$ cat src/rtl/structs_pkg.sv
// Shared types and constants for the reservation-station dispatch scheduler.
package structs_pkg;
  localparam int         N_RS    = 4;
  localparam logic [2:0] RS_NONE = 3'b100;

  typedef logic [N_RS-1:0] rs_onehot_t;
  typedef logic [1:0]      rs_idx_t;

  typedef enum logic {DISP_EMPTY, DISP_HOLD} disp_state_e;

  function automatic rs_idx_t lowest_idx(rs_onehot_t m);
    rs_idx_t r = '0;
    for (int i = N_RS - 1; i >= 0; i--)
      if (m[i]) r = rs_idx_t'(i);
    return r;
  endfunction

  function automatic rs_onehot_t idx2oh(rs_idx_t i);
    return rs_onehot_t'(1) << i;
  endfunction
endpackage

$ cat src/rtl/rs_dispatch_scheduler_if.sv
// Issue / RS-bank / execute handshake bundle for the dispatch scheduler.
interface rs_dispatch_scheduler_if;
  import structs_pkg::*;

  logic       mispredicted;
  logic       issue_valid;
  logic       issue_hold;
  rs_onehot_t busy_bus;
  rs_onehot_t ready_bus;
  logic       fu_ready;
  logic [2:0] rs_dest;
  logic       alloc_stall;
  logic       dispatch_valid;
  rs_idx_t    dispatch_sel;
  rs_onehot_t consumed_bus;

  modport master (
    output mispredicted, issue_valid, issue_hold, busy_bus, ready_bus, fu_ready,
    input  rs_dest, alloc_stall, dispatch_valid, dispatch_sel, consumed_bus
  );

  modport slave (
    input  mispredicted, issue_valid, issue_hold, busy_bus, ready_bus, fu_ready,
    output rs_dest, alloc_stall, dispatch_valid, dispatch_sel, consumed_bus
  );
endinterface

$ cat src/rtl/rs_age_matrix.sv
// 4x4 relative-age register: r_age[i][j] = station i is older than station j.
// Reports which stations in a mask are older than every other masked station.
module rs_age_matrix
  import structs_pkg::*;
(
  input  logic       clk,
  input  logic       i_clr,
  input  logic       i_alloc,
  input  rs_idx_t    i_alloc_idx,
  input  rs_onehot_t i_mask,
  output rs_onehot_t o_oldest
);
  logic [N_RS-1:0][N_RS-1:0] r_age;

  // The newly allocated station becomes younger than everyone else.
  always_ff @(posedge clk) begin
    if (i_clr) begin
      r_age <= '0;
    end else if (i_alloc) begin
      for (int i = 0; i < N_RS; i++) begin
        if (i == int'(i_alloc_idx)) r_age[i]              <= '0;
        else                        r_age[i][i_alloc_idx] <= 1'b1;
      end
    end
  end

  always_comb begin
    o_oldest = i_mask;
    for (int i = 0; i < N_RS; i++)
      for (int j = 0; j < N_RS; j++)
        if (i != j && i_mask[j] && !r_age[i][j]) o_oldest[i] = 1'b0;
  end
endmodule

$ cat src/rtl/rs_dispatch_scheduler.sv
// Free-station allocation and ready-station dispatch for a 4-entry RS bank.
// Build option RS_SCHED_OLDEST_FIRST_EN: oldest ready station wins; otherwise lowest index.
module rs_dispatch_scheduler
  import structs_pkg::*;
(
  input logic                    clk,
  input logic                    reset,
  rs_dispatch_scheduler_if.slave bus
);
  disp_state_e r_state;
  rs_idx_t     r_sel;

  logic       w_flush;
  logic       w_stall;
  logic       w_alloc_fire;
  rs_idx_t    w_alloc_idx;
  rs_onehot_t w_free;
  rs_onehot_t w_held;
  rs_onehot_t w_cand;
  rs_idx_t    w_win;

  assign w_flush      = reset | bus.mispredicted;
  assign w_free       = ~bus.busy_bus;
  assign w_stall      = bus.issue_valid & (w_free == '0);
  assign w_alloc_idx  = lowest_idx(w_free);
  assign w_alloc_fire = bus.issue_valid & ~w_stall & ~bus.issue_hold & ~w_flush;

  assign bus.rs_dest     = (w_free == '0) ? RS_NONE : {1'b0, w_alloc_idx};
  assign bus.alloc_stall = w_stall;

  // The offered station stays busy until the handshake; keep it out of re-selection.
  assign w_held = (r_state == DISP_HOLD) ? idx2oh(r_sel) : '0;
  assign w_cand = bus.busy_bus & bus.ready_bus & ~w_held;

`ifdef RS_SCHED_OLDEST_FIRST_EN
  rs_onehot_t w_oldest;

  rs_age_matrix u_age (
    .clk         (clk),
    .i_clr       (w_flush),
    .i_alloc     (w_alloc_fire),
    .i_alloc_idx (w_alloc_idx),
    .i_mask      (w_cand),
    .o_oldest    (w_oldest)
  );

  assign w_win = lowest_idx(w_oldest);
`else
  logic w_unused_alloc;
  assign w_unused_alloc = w_alloc_fire;
  assign w_win          = lowest_idx(w_cand);
`endif

  always_ff @(posedge clk) begin
    if (w_flush) begin
      r_state <= DISP_EMPTY;
      r_sel   <= '0;
    end else begin
      case (r_state)
        DISP_EMPTY: begin
          if (w_cand != '0) begin
            r_state <= DISP_HOLD;
            r_sel   <= w_win;
          end
        end
        DISP_HOLD: begin
          if (bus.fu_ready) begin
            if (w_cand != '0) r_sel   <= w_win;
            else              r_state <= DISP_EMPTY;
          end
        end
        default: r_state <= DISP_EMPTY;
      endcase
    end
  end

  assign bus.dispatch_valid = (r_state == DISP_HOLD);
  assign bus.dispatch_sel   = r_sel;
  assign bus.consumed_bus   = (r_state == DISP_HOLD && bus.fu_ready && !w_flush)
                              ? idx2oh(r_sel) : '0;
endmodule
$ cat src/flat_wrapper.sv
// flat-port wrapper written by rule: the top's interface ports become plain ports
module rs_dispatch_scheduler_flat import structs_pkg::*;
  (clk, reset, bus_mispredicted, bus_issue_valid, bus_issue_hold, bus_busy_bus, bus_ready_bus, bus_fu_ready, bus_rs_dest, bus_alloc_stall, bus_dispatch_valid, bus_dispatch_sel, bus_consumed_bus);
  rs_dispatch_scheduler_if bus_i ();
  input logic clk;
  input logic reset;
  input wire logic [$bits(bus_i.mispredicted)-1:0] bus_mispredicted;
  input wire logic [$bits(bus_i.issue_valid)-1:0] bus_issue_valid;
  input wire logic [$bits(bus_i.issue_hold)-1:0] bus_issue_hold;
  input wire logic [$bits(bus_i.busy_bus)-1:0] bus_busy_bus;
  input wire logic [$bits(bus_i.ready_bus)-1:0] bus_ready_bus;
  input wire logic [$bits(bus_i.fu_ready)-1:0] bus_fu_ready;
  output wire logic [$bits(bus_i.rs_dest)-1:0] bus_rs_dest;
  output wire logic [$bits(bus_i.alloc_stall)-1:0] bus_alloc_stall;
  output wire logic [$bits(bus_i.dispatch_valid)-1:0] bus_dispatch_valid;
  output wire logic [$bits(bus_i.dispatch_sel)-1:0] bus_dispatch_sel;
  output wire logic [$bits(bus_i.consumed_bus)-1:0] bus_consumed_bus;
  assign bus_i.mispredicted = bus_mispredicted;
  assign bus_i.issue_valid = bus_issue_valid;
  assign bus_i.issue_hold = bus_issue_hold;
  assign bus_i.busy_bus = bus_busy_bus;
  assign bus_i.ready_bus = bus_ready_bus;
  assign bus_i.fu_ready = bus_fu_ready;
  assign bus_rs_dest = bus_i.rs_dest;
  assign bus_alloc_stall = bus_i.alloc_stall;
  assign bus_dispatch_valid = bus_i.dispatch_valid;
  assign bus_dispatch_sel = bus_i.dispatch_sel;
  assign bus_consumed_bus = bus_i.consumed_bus;
  rs_dispatch_scheduler u_core (.clk(clk), .reset(reset), .bus(bus_i));
endmodule
$ cat config.mk
export PLATFORM = sky130hd
export DESIGN_NAME = rs_dispatch_scheduler_flat
export DESIGN_NICKNAME = d
export VERILOG_FILES = /design/src/rtl/structs_pkg.sv /design/src/rtl/rs_dispatch_scheduler_if.sv /design/src/rtl/rs_age_matrix.sv /design/src/rtl/rs_dispatch_scheduler.sv /design/src/flat_wrapper.sv
export SDC_FILE = /design/constraint.sdc
export NUM_CORES = 1
export LEC_CHECK = 0
export ABC_AREA = 1
export BUFFER_PORTS_ARGS = -buffer_cell sky130_fd_sc_hd__buf_2
export CELL_PAD_IN_SITES_DETAIL_PLACEMENT = 0
export CELL_PAD_IN_SITES_GLOBAL_PLACEMENT = 1
export CORE_MARGIN = 3
export CORE_UTILIZATION = 20
export DETAILED_ROUTE_END_ITERATION = 6
export PLACE_DENSITY = 0.78
export SKIP_CTS_REPAIR_TIMING = 1
export SYNTH_ARGS = -nofsm -noshare
export SYNTH_HDL_FRONTEND = slang
export SYNTH_HIERARCHICAL = 1
export SYNTH_SLANG_ARGS = --single-unit
$ cat constraint.sdc
create_clock -name clk -period 1.2 [get_ports clk]
set_input_delay 0.18 -clock clk [delete_from_list [all_inputs] [get_ports clk]]
set_output_delay 0.18 -clock clk [all_outputs]
set_load 0.005 [all_outputs]
==> results.yml <==
status:
  run_status: "completed"
power_and_ir_drop:
  power_leakage_uw: 0.0002764
  vdd_ir_drop_max_mv: 0.4229
  p_per_area_nw_per_um2: 802.4
critical_path:
  slowest_stage: "dfxtp_4"
  startpoint_type: "register"
  crit_arrival_ns: 0.98
  cp.required_ns: 1.02
  cp_max_fo: 7
  critPathMaxStageDelay_ns: 0.38
  crit_type: "reg2out"
  r2r_slack_ns: 0.13
  endpoint_kind: "output port"
  path_cells: "nand3_4 -> nor3_1 -> buf_2"
global_route:
  grt_pass1_wl_um: 1345
  grt_usage: 0.09484
  grt_max_degree: 8
  antenna_found_initial: 0
  grt_pass1_vias: 355
  grt_overflow: 0
route:
  drc: 0
  via_per_inst: 4.104
  dr.pass1.iters: 3
  vias: 394
  drtIter0Drc: 9
  wirelength_um: 871
  wl_per_cell_um: 9.073
  ant_nets: 0
cells_and_area:
  fillers: 160
  nNetsFinal: 96
  stdcell_count: 96
  diodes: 0
  area_delta_synth_final_pct: 71.67
  drive_above_1_share: 0.5062
yosys:
  syn_area_um2: 291.5
  yosysUniqueCellTypes: 13
  synth_cells: 53
  ys_ff_latch: 3
  synth_nets: 67
  seq_area_frac_synth: 0.2060
  yosysWarnings: 6
  syn_avg_cell_area_um2: 5.501
sta:
  max_freq_mhz: 863.0
  layout_setup_ws_ns: 0.04122
  tightest_slew_ns: 0.2387
  period_share: 0.9656
  hold_viol: 0
  final.min_clock_period_ns: 1.159
  max_slew_margin: 0.8403
  final_max_slew_viol_count: 0
  finClkSkew_ns: 0.00006539
  setup_viol: 0
cts:
  cts_tree: "built"
  cts_buffers: 3
  clk_pin_slew_ns: 0.04
  htree_levels: 1
  cts.sinks: 3
  clockRootBuffer: "clkbuf_4"
  cts_buffer_depth: 2
  clock_latency_ns: 0.23
placed_design:
  place_congestion: 0.7531
  io_buffers: 23
  dp_cells: 92
  dp_slack_ns: 0.06680
  dp_hpwl_um: 681.8
die:
  die_y_um: 44.18
  row_count: 13
  die_area_um2: 1952
  core_um2: 1334
  initial_core_util: 0.2186
  fp.dieW_um: 44.18
  pin_count: 25
job:
  maxCapViolations: 0
worst_hold_path:
  min-delay-path-class: "in2reg"
cell families (layout without fill, tap and decap cells):
group / count (synthesis) / after routing / share of synthesized area
flops: 3 / 3 / 0.2060
buf+inv: 9 / 37 / 0.1159
simple gates: 36 / 36 / 0.5622
compound gates: 5 / 5 / 0.1159
layer usage:
metal / wire (um) / track usage / up-vias
met5: 0 / 0 / -
met4: 0 / 0.07229 / 0
met3: 28 / 0.02439 / 0
met2: 485 / 0.1570 / 6
met1: 357 / 0.1022 / 160
li1: - / - / 228
worst max-delay path: cells and delay by family, from the launching register on:
kind / cells / cell delay [ns]
buffers and inverters: 1 / 0.13
DFF: 1 / 0.38
and+or+nand+nor: 2 / 0.23
synth_stat cells:
cell | n | area share
dfxtp_1 | 3 | 0.21
nor3_1 | 6 | 0.10
a21boi_1 | 1 | 0.026
nor2_1 | 6 | 0.077
nand2_1 | 13 | 0.17
nand3_1 | 6 | 0.10
o21ai_2 | 1 | 0.030
nand2_2 | 4 | 0.086
a21oi_1 | 2 | 0.034
inv_1 | 7 | 0.090
a21boi_0 | 1 | 0.026
nor3b_1 | 1 | 0.026
inv_2 | 2 | 0.026
layout make-up:
type | count | area (um2) | area share
clock buffers | 4 | 26.28 | 0.05250
inverters | 9 | 36.28 | 0.07250
multi-input cells | 41 | 225.2 | 0.4500
flip-flops and latches | 3 | 71.32 | 0.1425
well taps | 15 | 18.77 | 0.03750
repair buffers | 24 | 122.6 | 0.2450
metrics by stage:
step | TNS, ns | hold WS [ns] | cell area [um2] | utilization | total power (uW)
finish | 0 | 0.1220 | 500.5 | 0.3752 | 401.6
floorplan | 0 | 0.2568 | 291.5 | - | 172.2
CTS | -0.3808 | 0.1233 | 459.2 | 0.3443 | 397.2
detailed placement | 0 | 0.3635 | 432.9 | 0.3246 | 217.9
global route | -0.05097 | 0.1258 | 500.5 | 0.3752 | 440.1
global placement | 0 | 0.3569 | 432.9 | 0.3246 | 218.1
state kept, by name, indices dropped and copies added (netlist names):
register and cells:
u_core/bus.dispatch_valid 1, u_core/bus.dispatch_sel 2
path summary, 6_finish.rpt:
kind,startpoint,end,depth (start not counted)
max,u_core/bus.dispatch_valid$_SDFF_PP0_,bus_consumed_bus[2],3
max reg2reg,u_core/bus.dispatch_sel[1]$_SDFFE_PP0P_,u_core/bus.dispatch_sel[0]$_SDFFE_PP0P_,8
min reg2reg,u_core/bus.dispatch_sel[1]$_SDFFE_PP0P_,u_core/bus.dispatch_sel[1]$_SDFFE_PP0P_,2
min,bus_mispredicted,u_core/bus.dispatch_valid$_SDFF_PP0_,2
power by group:
part,switching (uW),internal (uW),leakage [uW],total (uW)
clock,55.7,125,0.0000150,181
sequential,12.0,104,0.0000267,116
combinational,56.4,49.1,0.000235,105
total,124,278,0.000276,402
cell usage in the layout (no fill, tap or decap), types with 2 or more instances in the layout:
master,n
dfxtp_4,3
inv_1,7
buf_2,23
nand3_1,5
nor3_2,3
a21oi_1,2
clkbuf_4,3
nor3_1,3
nand2_1,13
nand2_2,4
nor2_1,6
Power figures use the tool's default switching activity.
